**src/rtl/layer_frame_sched_pkg.sv**
```systemverilog
// Shared types for the inter-layer frame scheduler: FSM state encoding and
// counter-width helpers derived from the channel/pixel geometry.
package layer_frame_sched_pkg;

  typedef enum logic [2:0] {
    ST_IDLE,
    ST_FILL,
    ST_RELEASE,
    ST_DRAIN,
    ST_WAIT,
    ST_FLUSH,
    ST_DONE
  } sched_state_e;

  localparam int unsigned DefNumberOfK   = 8;
  localparam int unsigned DefImageWidth  = 8;

  // Width of a counter spanning 0..n-1, never narrower than one bit.
  function automatic int unsigned cnt_width(input int unsigned n);
    return (n > 1) ? $clog2(n) : 1;
  endfunction

endpackage

```
**src/rtl/layer_frame_sched_counter.sv**
```systemverilog
// Saturating up-counter with synchronous clear; stops at MaxVal and never wraps.
module layer_frame_sched_counter #(
  parameter int unsigned Width  = 3,
  parameter int unsigned MaxVal = 7
) (
  input  logic             clk,
  input  logic             res_n,
  input  logic             clr,
  input  logic             inc,
  output logic [Width-1:0] count
);

  always_ff @(posedge clk or negedge res_n) begin
    if (!res_n) begin
      count <= '0;
    end else if (clr) begin
      count <= '0;
    end else if (inc && (count != Width'(MaxVal))) begin
      count <= count + Width'(1);
    end
  end

endmodule

```
**src/rtl/layer_frame_sched.sv**
```systemverilog
// Sequences one frame of the single-buffered inter-layer memory: layer 1 fills
// it, then each channel is streamed to layer 2 with a soft reset between channels.
module layer_frame_sched
  import layer_frame_sched_pkg::*;
#(
  parameter int unsigned NumberOfK  = DefNumberOfK,
  parameter int unsigned ImageWidth = DefImageWidth
) (
  input  logic                                          clk,
  input  logic                                          res_n,
  input  logic                                          in_valid,
  input  logic                                          l1_image_done,
  input  logic                                          l2_pooling_done,
  input  logic                                          rd_stall,
  output logic                                          up_ready,
  output logic                                          rd_en,
  output logic [cnt_width(NumberOfK)-1:0]               rd_channel,
  output logic [cnt_width(ImageWidth*ImageWidth)-1:0]   rd_addr,
  output logic                                          l2_res_n,
  output logic                                          set_done,
  output logic                                          err
);

  localparam int unsigned Pix  = ImageWidth * ImageWidth;
  localparam int unsigned ChW  = cnt_width(NumberOfK);
  localparam int unsigned PixW = cnt_width(Pix);

  sched_state_e state_q, state_d;
  logic up_ready_d, rd_en_d, l2_res_n_d, set_done_d, err_d;
  logic addr_clr, addr_inc, ch_clr, ch_inc;
  logic addr_last, ch_last;

  assign addr_last = (rd_addr == PixW'(Pix - 1));
  assign ch_last   = (rd_channel == ChW'(NumberOfK - 1));

  layer_frame_sched_counter #(.Width(PixW), .MaxVal(Pix - 1)) u_addr_cnt (
    .clk   (clk),
    .res_n (res_n),
    .clr   (addr_clr),
    .inc   (addr_inc),
    .count (rd_addr)
  );

  layer_frame_sched_counter #(.Width(ChW), .MaxVal(NumberOfK - 1)) u_ch_cnt (
    .clk   (clk),
    .res_n (res_n),
    .clr   (ch_clr),
    .inc   (ch_inc),
    .count (rd_channel)
  );

  always_ff @(posedge clk or negedge res_n) begin
    if (!res_n) begin
      state_q  <= ST_IDLE;
      up_ready <= 1'b1;
      rd_en    <= 1'b0;
      l2_res_n <= 1'b0;
      set_done <= 1'b0;
      err      <= 1'b0;
    end else begin
      state_q  <= state_d;
      up_ready <= up_ready_d;
      rd_en    <= rd_en_d;
      l2_res_n <= l2_res_n_d;
      set_done <= set_done_d;
      err      <= err_d;
    end
  end

  // Next state; outputs are derived from the next state so they register in step with it.
  always_comb begin
    state_d  = state_q;
    addr_clr = 1'b0;
    addr_inc = 1'b0;
    ch_clr   = 1'b0;
    ch_inc   = 1'b0;
    err_d    = err | (l1_image_done && (state_q != ST_FILL))
                   | (l2_pooling_done && (state_q != ST_WAIT));

    unique case (state_q)
      ST_IDLE:    if (in_valid) state_d = ST_FILL;
      ST_FILL: begin
        if (l1_image_done) begin
          state_d  = ST_RELEASE;
          addr_clr = 1'b1;
          ch_clr   = 1'b1;
        end
      end
      ST_RELEASE: state_d = ST_DRAIN;
      ST_DRAIN: begin
        if (rd_en) begin
          if (addr_last) state_d  = ST_WAIT;
          else           addr_inc = 1'b1;
        end
      end
      ST_WAIT: begin
        if (l2_pooling_done) begin
          if (ch_last) begin
            state_d = ST_DONE;
          end else begin
            state_d  = ST_FLUSH;
            ch_inc   = 1'b1;
            addr_clr = 1'b1;
          end
        end
      end
      ST_FLUSH:   state_d = ST_RELEASE;
      ST_DONE:    state_d = ST_IDLE;
      default:    state_d = ST_IDLE;
    endcase

    up_ready_d = (state_d == ST_IDLE) || (state_d == ST_FILL);
    l2_res_n_d = (state_d == ST_RELEASE) || (state_d == ST_DRAIN) || (state_d == ST_WAIT);
    set_done_d = (state_d == ST_DONE);
    // Stall is seen one cycle late: it suppresses the strobe of the following cycle.
    rd_en_d    = (state_d == ST_DRAIN) && !rd_stall;
  end

endmodule

```
**config.mk**
```make
export PLATFORM = sky130hd
export DESIGN_NAME = layer_frame_sched
export DESIGN_NICKNAME = d
export VERILOG_FILES = /design/src/rtl/layer_frame_sched_pkg.sv /design/src/rtl/layer_frame_sched_counter.sv /design/src/rtl/layer_frame_sched.sv
export SDC_FILE = /design/constraint.sdc
export NUM_CORES = 1
export LEC_CHECK = 0
export CAP_MARGIN = 20
export CORE_MARGIN = 2
export CORE_UTILIZATION = 50
export DETAILED_ROUTE_END_ITERATION = 8
export GPL_ROUTABILITY_DRIVEN = 0
export PLACE_DENSITY_LB_ADDON = 0.15
export RECOVER_POWER = 25
export SYNTH_ARGS = -nofsm -noshare
export SYNTH_HDL_FRONTEND = slang
export SYNTH_HIERARCHICAL = 1
export SYNTH_SLANG_ARGS = --single-unit
```
**constraint.sdc**
```tcl
create_clock -name clk -period 2.4 [get_ports clk]
set_input_delay 0.6 -clock clk [delete_from_list [all_inputs] [get_ports clk]]
set_output_delay 0.6 -clock clk [all_outputs]
set_load 0.03 [all_outputs]
```
-- After elaboration in Yosys (flattened, before gate mapping)
Index checks and enable logic that the tools add are counted.
- flip-flop bits (word level): 17
- logic and storage cells: 61
- $add $sub $neg: 2
- equal/unequal tests: 16
- multiplexer cells: 20
- bitwise logic cells: 2
- reduce and logical (&&, ||, !) cells: 13
- operators by type and width (kind ; count):
    2-to-1 mux 3 bit ; 7
    one-hot mux 3 bit (6 select lines) ; 1
    == test 3 bit, second input constant ; 5
    == test 3 x 2 -> 1 bit, second input constant ; 4
    2-to-1 mux 6 bit ; 2
    2-to-1 mux 1 bit ; 8
    adder 6 x 1 -> 6 bit, second input constant ; 1
    == test 3 x 1 -> 1 bit, second input constant ; 2
    == test 6 bit, second input constant ; 1
    logical NOT 3 bit ; 2
    != test 3 bit, second input constant ; 2
    != test 6 bit, second input constant ; 1
    logical AND 1 bit ; 5
    nonzero test 2 bit ; 2
    adder 3 x 1 -> 3 bit, second input constant ; 1
    logical OR 1 bit ; 3
    != test 3 x 1 -> 1 bit, second input constant ; 1
    2-to-1 mux 2 bit ; 1
    bitwise OR 1 bit ; 2
    one-hot mux 1 bit (2 select lines) ; 1
    logical NOT 1 bit ; 1

-- Longest topological paths before layout
Gate-level depths: netlist of run 1.
- depth in word-level cells: 7
- gate-level depth with buffers: 7
- mapped depth without buffers: 6

-- By module
The synthesis of run 1 kept the hierarchy.
- modules (own cells, without submodules) (module ; times used ; cells each ; area an instance (um^2)):
    layer_frame_sched ; 1 ; 44 ; 456.7
    layer_frame_sched_counter (u_addr_cnt) ; 1 ; 35 ; 345.3
    layer_frame_sched_counter (u_ch_cnt) ; 1 ; 15 ; 183.9

-- Worst setup path after synthesis of run 1
No wires, ideal clock.
- path kind: input -> register
- from: input port l1_image_done
- to: register u_addr_cnt.count[1]
- library setup time: 0.147 ns
- data arrival time: 1.631 ns
- setup slack: 0.622 ns
- cell stages on the path: 5
- cells stage by stage: nand2_1 o31ai_1 inv_1 a41oi_1 o311ai_0
- longest elaborated chain between the ends: 3
- elaborated cells on any way between the ends: 4
- classes of those cells: 3 x mux; 1 x reduce/logical
- RTL lines (item ; RTL line ; text):
    start: declaration ; layer_frame_sched.sv:12 ; input logic l1_image_done,
    2-to-1 mux 1 bit * ; layer_frame_sched.sv:83 ; if (l1_image_done) begin
    one-hot mux 1 bit (2 select lines) * ; layer_frame_sched.sv:80 ; unique case (state_q)
    net addr_clr ; layer_frame_sched.sv:30 ; logic addr_clr, addr_inc, ch_clr, ch_inc;
    2-to-1 mux 6 bit / nonzero test 2 bit (equally long branches) ; n/a ;
    end signal: assignment ; layer_frame_sched_counter.sv:19 ; count <= count + Width'(1);
    end: declaration ; layer_frame_sched_counter.sv:10 ; output logic [Width-1:0] count
Mark *: on every way through the listed nets, which the timed path passes. The rest lies on a longest branch.
A chain may end at the register's enable or synchronous reset.

-- Final worst setup path of run 1
- from: register u_addr_cnt.count[2]
- to: output port rd_addr[2]
- RTL lines (item ; RTL line ; text):
    end: declaration ; layer_frame_sched.sv:18 ; output logic [cnt_width(ImageWidth*ImageWidth)-1:0] rd_addr,
No word-level cell between the ends.

==> results of run 1 <==
## worst paths after layout
check / startpoint / to / slack, ps
worst max-delay path: u_addr_cnt/count[2] / rd_addr[2] / 290
worst min-delay path: err / err / 490
worst max register to register: state_q[0] / u_addr_cnt/count[1] / 530
worst min register to register: err / err / 490
max in group asynchronous: res_n / u_ch_cnt/count[1] / 890
min in group asynchronous: res_n / err / 960
## placed cells by master (no fill, tap or decap), drive strengths merged, types with 2 or more instances in the layout
master         instances
o21ai                  2
inv                    6
nand2                  6
o211ai                 3
nand3                  4
nand4                  4
a211oi                 3
nor4b                  2
nand4bb                2
nor3                   3
ha                     3
buf                    3
nor3b                  2
dfrtp                 16
nor2                   8
nand2b                 2
o31ai                  3
a31oi                  2
clkdlybuf4s50         18
o311ai                 3
clkbuf                 5
nor2b                  3
## what timing repair did
action	in CTS	in global routing
buffers inserted	0	0
resized for setup	0	1
setup endpoints to repair	0	1
hold buffers	0	0
## layer usage
layer	up-vias	track usage (%)	share of wire [%]
met5	-	0	0
met4	0	8.571	0.66
met3	2	4.012	3.7
met2	19	33.80	50
met1	415	25.51	45
li1	400	-	-
## area by class of cell
| class | count | area, µm² |
|---|---|---|
| tap | 27 | 33.78 |
| timing repair buffer | 23 | 216.5 |
| fill | 164 | 675.6 |
| inverter | 6 | 22.52 |
| sequential | 17 | 426.7 |
| multi-input combinational | 67 | 500.5 |
| clock buffer | 4 | 26.28 |
## logic make-up (layout without fill, tap and decap cells)
family / count (synthesis) / count (layout) / share of synthesized area (%)
AOI/OAI and AO/OA: 22 / 22 / 18.15
adders and majority gates: 3 / 3 / 3.808
buffers and inverters: 10 / 33 / 6.472
DFF: 17 / 17 / 43.27
muxes: 2 / 2 / 2.538
and+or+nand+nor: 40 / 40 / 25.76
## stage by stage
step,setup WS (ps),utilization (%)
detailed placement,-218.3,63.03
global placement,-84.93,63.03
CTS,86.42,64.41
finish,292.1,64.47
floorplan,622.5,-
global route,187.8,64.47
## flip-flops by register name (all words and copies together) (netlist names)
signal,count
set_done,1
up_ready,1
u_ch_cnt/count,3
u_addr_cnt/count,6
err,1
rd_en,1
l2_res_n,1
state_q,3
## power by group through the flow
stage	Combinational (mW)	Clock, mW	Sequential, mW
2_1_floorplan	0.385	0	0.571
3_3_place_gp	0.622	0	0.506
3_5_place_dp	0.654	0	0.505
4_1_cts	0.657	0.160	0.501
5_1_grt	0.711	0.180	0.522
6_report	0.659	0.153	0.506
==> metrics, run 1 <==
power density cells 1075 mW/mm²; Crit path arrival time 1510 ps; total track usage 20.17%; largest net degree at the start of global routing 18; Vias/cell 5.806; asr flop ratio synth 100.0%; Final Max Slew Viols 0; crit-path max FO 7; share of power burned in registers 38.4%; Tmin final 2108 ps; count leader, synth dfrtp_1; max incr delay on CP 730 ps; Comb pwr share 50.0%; Switching Share 45.18%; Post-DP HPWL 1550 µm; Worst-path clk slew 100 ps; crit share post-route 87.83%; Row Count 16; Die Y 48.41 µm; Setup Crit Path Kind reg2out; synthesized flop and latch total 17; initial antenna violation count 0; setup tns final 0 ps; clock sinks 17; Clock Latency Late Sink 290 ps; Clock power frac 11.6%; 1st-iter DRT viols 11; Clock Skew 4.834 ps; crit path buf inv count 1; Cell Area, Placed 0.001199 mm²; Leak 0.5158 nW; Post-synth EDFFs 0; global-route wire length before repair 3726 µm; share of the synthesized area in the top cell type 40.61%; critical path depth 1; Max transition margin 39.59%; Mapped Nets 103; CP endpoint kind primary output; initial core utilization 51.84%; die width 48.41 µm; crit-path cells clkdlybuf4s50_1; Hold WC Path Type reg2reg; core area 0.001902 mm²; Hold Path Depth 2; fin area 0.001226 mm²; r2r worst-path depth 5; synthesized instance count 94; VDD IR max 0.6430 mV; Synthesis Warnings 6; H-Tree Depth 1; routed wire length 2134 µm; CP Data Required Time 1800 ps; Post-Layout Cell Count 144; average size of a mapped cell 10.49 µm²; drt drc 0; sequential-to-total area share from yosys stat 43.27%; internal power 722.3 µW; worst hold slack 486.5 ps; Top delay family on crit path buffers and inverters; Pwr Total 1.318 mW; Final setup viols 0; share of layout cells above drive strength 1 12.82%; PortBufs 19; number of global-route vias before repair 851; Detail Route Antenna Nets 0; fmax 0.4744 GHz; I/O pin cnt 20; grt total ovfl 0; Psw 595.4 µW; Final Hold Viols 0; area delta synth->final 24.37%; Critical-path top delay cell clkdlybuf4s50_1; total CTS buffers 3; Post-synth top flop dfrtp_1; clock tree from TritonCTS done; Placed Cells 140; Detailed Routing Iterations Pass 1 4; outcome finished clean; nets 127; clk buf depth 2; post-synth top area cell dfrtp_1; routed len/inst 14.82 µm; root buffer cell clkbuf_4; Least-Margin Pin Slew 906.2 ps; RSZ-0062 raised after global routing no; # diodes 0; Synth cell types 40; Die Area 0.002343 mm²; crit path launch type flip-flop; most frequent cells after synthesis dfrtp_1 (16), nor2_1 (7), inv_1 (6), nand2_1 (5), nand3_1 (4); Area contributors post-synth dfrtp_1 (41%), ha_1 (3.8%), buf_6 (3.4%); max-cap violation count 0; Synth Cell Area 985.9 µm²; vias post-DR 836
No activity file was read; power rests on OpenSTA's default activity.
==> run 2, diff against run 1 <==
ABC_AREA = 1   (was unset)
CORE_UTILIZATION = 49   (was 50)
==> metrics, run 2 <==
outcome finished clean; count leader, synth nand2_1; routed len/inst 11.71 µm; post-synth top area cell dfrtp_1; filler cell count 189; Hold Path Depth 2; core area 0.001922 mm²; Final Max Slew Viols 0; asr flop ratio synth 100.0%; Synth Cell Area 984.7 µm²; root buffer cell clkbuf_4; Max transition margin 41.33%; share of layout cells above drive strength 1 19.74%; Pwr Total 985.0 µW; initial core utilization 51.24%; I/O pin cnt 20; grt total ovfl 0; 1st-iter DRT viols 24; Die Y 48.83 µm; crit-path max FO 6; crit share post-route 87.27%; crit path buf inv count 1; Post-DP HPWL 1620 µm; synthesized instance count 127; pre-CTS WS 317.9 ps; largest net degree at the start of global routing 18; Post-synth EDFFs 0; Worst-path clk slew 100 ps; fmax 0.4774 GHz; RSZ-0062 raised after global routing no; Top delay family on crit path buffers and inverters; Synthesis Warnings 6; share of the synthesized area in the top cell type 40.66%; leading cell type in the layout, fill and taps excluded nand2_1; clk buf depth 2; final worst setup slack 305.4 ps; most frequent cells after synthesis nand2_1 (30), dfrtp_1 (16), nand3_1 (15), inv_1 (14), nor2_1 (12); global-route wire length before repair 3739 µm; Die Area 0.002384 mm²; Largest Register u_addr_cnt/count; area delta synth->final 26.68%; setup tns final 0 ps; Setup Crit Path Kind reg2out; crit path launch type flip-flop; r2r worst-path depth 7; Leak 0.6141 nW; clock sinks 17; synthesized flop and latch total 17; Tmin final 2095 ps; Post-synth top flop dfrtp_1; drt drc 0; number of global-route vias before repair 855; Detailed Routing Iterations Pass 1 4; crit-path cells clkdlybuf4s50_1; gr busiest metal met2; Clock Latency Late Sink 290 ps; routed wire length 2096 µm; max-cap violation count 0; grt met2 use 33.79%; Vias/cell 5.101; Clock Skew 2.276 ps; sequential-to-total area share from yosys stat 43.33%; PortBufs 19; critical path depth 1; met1 Resource Use GR 25.60%; # diodes 0; VDD IR max 0.6065 mV; H-Tree Depth 1; Critical-path top delay cell clkdlybuf4s50_1; Area contributors post-synth dfrtp_1 (41%), nand2_1 (11%), nand3_1 (7.6%); die width 48.83 µm; Detail Route Antenna Nets 0; power density cells 789.6 mW/mm²; Crit path arrival time 1490 ps; Hold WC Path Type reg2reg; vias post-DR 913; post-CTS sizing 0; total CTS buffers 3; Final setup viols 0; max incr delay on CP 720 ps; Mapped Nets 136; top flop regs u_addr_cnt/count (6), state_q (3), u_ch_cnt/count (3); initial antenna violation count 0; Row Count 16; Hold Buf Count CTS 0; CP endpoint kind primary output; commonest cells after routing, fill and taps aside nand2_1 (30), clkdlybuf4s50_1 (18), dfrtp_1 (16); number of flip-flops in the largest register 6; average size of a mapped cell 7.753 µm²; nets 162; Multi-input gate area 490.5 µm²; total track usage 19.99%; Global Route met3 Usage 3.067%; CP Data Required Time 1800 ps; Final Hold Viols 0; Least-Margin Pin Slew 880.1 ps; postcts setup bufs 0; clock tree from TritonCTS done; Synth cell types 19; Reg area 426.7 µm²
## run 2: cell families after synthesis
group                      synth area share [%]
and+or+nand+nor                           41.68
buffers and inverters                     6.861
DFF                                       43.33
AOI/OAI and AO/OA                         4.321
adders and majority gates                 3.812
## run 2: where the power goes
group | total [mW] | switching (mW) | internal [mW]
clock | 0.155 | 0.0929 | 0.0619
sequential | 0.416 | 0.0795 | 0.337
combinational | 0.414 | 0.249 | 0.165
## run 2: area by class of cell
| type | instances | area share, % |
|---|---|---|
| Inverter | 18 | 5.416 |
| Clock buffer | 3 | 1.805 |
| Sequential cell | 17 | 34.20 |
| Multi-Input combinational cell | 92 | 39.32 |
| Tap cell | 27 | 2.708 |
| Timing Repair Buffer | 21 | 16.15 |
| Clock inverter | 1 | 0.4012 |
## run 2: per-stage QoR
step	std cells	utilization (%)	hold WS (ps)	instance area, µm²
after floorplan	127	-	304.4	984.7
after global placement	175	63.67	449.5	1224
after detailed placement	175	63.67	452.8	1224
after CTS	179	65.10	477.9	1251
after global routing	179	64.91	524.3	1247
final	179	64.91	471.4	1247
## run 2: path summary, 6_finish.rpt
kind / startpoint / end / slack (ps)
worst max register to register: state_q[1] / u_addr_cnt/count[3] / 780
max in group asynchronous: res_n / u_addr_cnt/count[1] / 930
worst min-delay path: err / err / 470
min in group asynchronous: res_n / u_addr_cnt/count[4] / 940
worst min register to register: err / err / 470
worst max-delay path: u_addr_cnt/count[2] / rd_addr[2] / 310
## run 2: layer usage
layer | share of wire, % | up-vias
met5 | 0 | -
met4 | 1.1 | 0
met3 | 4.8 | 2
met2 | 49 | 32
met1 | 45 | 423
li1 | - | 456
==> run 3, diff against run 2 <==
==> constraint.sdc (replaced) <==
create_clock -name clk -period 2.4 [get_ports clk]
set_input_delay 0.48 -clock clk [delete_from_list [all_inputs] [get_ports clk]]
set_output_delay 0.48 -clock clk [all_outputs]
set_load 0.03 [all_outputs]
==> metrics, run 3 (synthesis gave the netlist of run 2 again) <==
outcome finished clean; H-Tree Depth 1; crit share post-route 82.49%; Post-DP HPWL 1557 µm; CP Data Required Time 1920 ps; Worst Setup EP rd_addr[5]; Row Count 16; crit path buf inv count 1; core area 0.001922 mm²; Reg area 426.7 µm²; fmax 0.5051 GHz; r2r worst-path depth 7; Global Route met3 Usage 6.748%; nets 161; die width 48.83 µm; Leak 0.6128 nW; Tmin final 1980 ps; I/O pin cnt 20; global-route wire length before repair 3622 µm; setup tns final 0 ps; postcts setup bufs 0; Clock Latency Late Sink 290 ps; Least-Margin Pin Slew 735.8 ps; commonest cells after routing, fill and taps aside nand2_1 (32), clkdlybuf4s50_1 (17), dfrtp_1 (16); clk buf depth 2; crit-path max FO 6; max incr delay on CP 720 ps; Die Y 48.83 µm; gr busiest metal met2; Setup Crit Path Kind reg2out; PortBufs 19; Clock power frac 15.5%; number of global-route vias before repair 859; share of layout cells above drive strength 1 17.22%; number of flip-flops in the largest register 6; Placed Cells 174; largest net degree at the start of global routing 18; Comb pwr share 41.7%; clock tree from TritonCTS done; initial antenna violation count 0; Switching Share 42.09%; VDD IR max 0.6233 mV; Worst-path clk slew 100 ps; filler cell count 187; Multi-input gate area 475.5 µm²; leading cell type in the layout, fill and taps excluded nand2_1; Detail Route Antenna Nets 0; share of power burned in registers 42.8%; slack of the worst reg-to-reg path 720 ps; area delta synth->final 24.78%; CP endpoint kind primary output; r2r endpoint u_addr_cnt/count[0]; crit-path cells clkdlybuf4s50_1; # diodes 0; power density cells 790.9 mW/mm²; Critical path origin u_addr_cnt/count[5]; routed len/inst 11.24 µm; post-CTS sizing 0; Largest Register u_addr_cnt/count; total CTS buffers 3; initial core utilization 51.24%; grt met2 use 32.88%; drt drc 0; met1 Resource Use GR 24.90%; grt total ovfl 0; Top delay family on crit path buffers and inverters; Max transition margin 50.79%; Hold WC Path Type reg2reg; Final setup viols 0; RSZ-0062 raised after global routing no; 1st-iter DRT viols 11; critical path depth 1; clock sinks 17; Final Max Slew Viols 0; Critical-path top delay cell clkdlybuf4s50_1; vias post-DR 869; Hold Buf Count CTS 0; top flop regs u_addr_cnt/count (6), state_q (3), u_ch_cnt/count (3); Crit path arrival time 1500 ps; Psw 409.0 µW; Vias/cell 4.882; Final Hold Viols 0; total track usage 20.07%; routed wire length 2001 µm; Die Area 0.002384 mm²; max-cap violation count 0; R2R Path Start state_q[1]; root buffer cell clkbuf_4; Detailed Routing Iterations Pass 1 4; internal power 562.7 µW; Post-Layout Cell Count 178; crit path launch type flip-flop; Clock Skew 4.473 ps
## run 3: cell type report
type	count	share of cell area (%)
Sequential cell	17	34.72
Timing Repair Buffer	20	16.09
Clock buffer	3	1.833
Tap cell	27	2.749
Inverter	18	5.499
Multi-Input combinational cell	92	38.70
Clock inverter	1	0.4073
## run 3: power by group through the flow
stage / sequential [mW] / combinational (mW) / clock, mW
4_1_cts: 0.416 / 0.410 / 0.158
5_1_grt: 0.426 / 0.448 / 0.177
3_5_place_dp: 0.422 / 0.409 / 0
3_3_place_gp: 0.418 / 0.403 / 0
2_1_floorplan: 0.498 / 0.171 / 0
6_report: 0.416 / 0.405 / 0.151
## run 3: worst min-delay path by stage
stage                      from  endpoint  slack (ps)  cells after the start
after floorplan           res_n       err         180                      0
after global placement      err       err         450                      2
after detailed placement    err       err         460                      2
after CTS                   err       err         480                      2
after global routing        err       err         530                      2
final                       err       err         470                      2
## run 3: through the flow
| step | worst slack (ps) | hold slack (ps) | total power, mW | area (µm²) | util [%] |
|---|---|---|---|---|---|
| floorplan | 696.0 | 184.4 | 0.6682 | 984.7 | - |
| global placement | 488.2 | 449.6 | 0.8209 | 1216 | 63.28 |
| detailed placement | 460.5 | 455.7 | 0.8309 | 1216 | 63.28 |
| CTS | 420.4 | 479.2 | 0.9838 | 1244 | 64.71 |
| global route | 356.7 | 532.0 | 1.050 | 1229 | 63.93 |
| finish | 420.3 | 470.9 | 0.9717 | 1229 | 63.93 |
## run 3: per-layer routing
layer / vias up / routed length (µm)
li1: 455 / -
met1: 394 / 937
met2: 18 / 948
met3: 2 / 95
met4: 0 / 19
met5: - / 0
==> variant 1: new RTL, config.mk and constraints of run 3 <==
Set the package constant `DefNumberOfK` to 9 (it was 8).
--- a/src/rtl/layer_frame_sched_pkg.sv
+++ b/src/rtl/layer_frame_sched_pkg.sv
@@ -14,3 +14,3 @@
 
-  localparam int unsigned DefNumberOfK   = 8;
+  localparam int unsigned DefNumberOfK   = 9;
   localparam int unsigned DefImageWidth  = 8;
Ports: changed (resized rd_channel); port bits go from 20 to 21. No check against the original RTL was run, so the function may have changed too.
==> variant 1 against run 3 <==
  * Core utilization increased by 0.43 points
  * Synthesized area increased by 14%
  * Routed wire length increased by 15%
  * Count of clock-buffer cells in the layout increased by 1
  * Sequential cell count increased by 1
  * Via count increased by 18%
  * Worst setup slack improved by 9.6 ps
  * Die area increased by 13%
  * Sequential share of layout area decreased by 2.7 points
  * Cell area increased by 15%
Power is not compared: it rests on default switching activity, and its combinational part moved more than twofold at a synthesized area within 25%.
==> variant 1: results (changes against run 3) <==
----------------------------------------------------
[Power]
  Largest voltage drop on the vdd net ... 730 uV

[Placed design]
  Pre-CTS WS ... 570 ps (+110 ps)
  Placed cell area ... 1380 sq um (+13%)
  Instance count after placement with tap cells included ... 203 (+17%)
  Count of port buffers added during placement ... 20 (+1)

[Logic synthesis]
  Area of the mapped netlist ... 1130 sq um (+14%)
  Post-synth net total ... 162 (+19%)
  Synthesized netlist cell count ... 153 (+20%)
  Part of the Yosys area used for sequential elements ... 40.1% (-3.3 points)
  Synth Area in Adders ... 3.33% (-0.48 points)
  Synth top cells by count ... nand2_1 (40), inv_1 (23), dfrtp_1 (17)
  Warnings, synthesis ... 6 (unchanged)
  Biggest area contributors in the synthesized netlist ... dfrtp_1 (38%), nand2_1 (13%), inv_1 (7.7%)
  Synth Area in XOR/XNOR ... 0.777% (+0.78 points)
  Post-synthesis compound-gate area fraction ... 3.88% (-0.44 points)

[Global routing]
  Via count of the first global-routing pass ... 990 (+15%)
  Global-route total usage across every layer ... 20.5% (+0.40 points)
  Wire length of the first global-routing pass ... 4.06 mm (+12%)
  Maximum number of pins on one net before global-route repair ... 19 (+1)

[Finish]
  Relative area of clock buffers and inverters in the final design ... 2.57% (+0.33 points)
  Number of clock buffers in the layout ... 4 (+1)
  Top flop regs ... u_addr_cnt/count: 6 flops, u_ch_cnt/count: 4 flops, state_q: 3 flops
  Fraction of cell area in non-clock buffers ... 15.0% (-1.1 points)
  Final antenna diode count ... 0 (unchanged)
  Fraction of standard cell area in multi-input logic ... 40.5% (+1.8 points)
  Final layout net count ... 189 (+17%)
  Layout multi-input combinational cell count ... 107 (+16%)
  Filler cells ... 202 (+8.0%)
  Non-clock buffer total of the final layout ... 22 (+10%)
  Seq/total area ... 32.0% (-2.7 points)
  Count of inverters other than clock inverters in the layout ... 28 (+10)

[Worst setup path]
  R2R Path End ... u_addr_cnt/count[5]
  Reg2reg setup slack ... 780 ps (+60 ps)
  Start of the worst register-to-register path ... state_q[2]

[Outcome]
  Outcome ... finished clean

[Route]
  Initial drt markers ... 30 (+19)

[STA]
  Hold Slack ... 513 ps (+41.8 ps)
  Final setup skew ... 3.16 ps (-1.32 ps)
  Normalized max-slew margin ... 33.5% (-17 points)
  Minimum clock period ... 1970 ps (-9.60 ps)

----------------------------------------------------
## variant 1: cell types whose count changed after synthesis, sizes merged
cell    delta
nor3       -1
nor2       +2
nand3      +2
nand2      +9
inv       +10
or2        +1
xnor2      +1
o21ai      +3
a211oi     -1
o22ai      -1
dfrtp      +1
## variant 1: routing by layer
metal / vias up / global-route usage (%) / wire [microns]
li1: 523 / - / -
met1: 465 / 24.2 / 1030
met2: 37 / 35.2 / 1130
met3: 4 / 4.02 / 105
met4: 0 / 9.65 / 31
met5: - / 0 / 0
## variant 1: power by group through the flow
stage                     clock (mW)  sequential [mW]  combinational, mW
final                          0.187            0.545              0.875
after global routing           0.206            0.567              0.976
after CTS                      0.196            0.545              0.879
after detailed placement           0            0.551              0.875
after global placement             0            0.546              0.856
after floorplan                    0            0.704              0.426
## variant 1: worst register-to-register path: stages (launching register included)
cell and delay (ps):
dfrtp_1 440, nor2_2 160, nand3_1 80, a21oi_1 490, nand3_1 160, nand2_1 100, inv_1 40, nor2_1 80
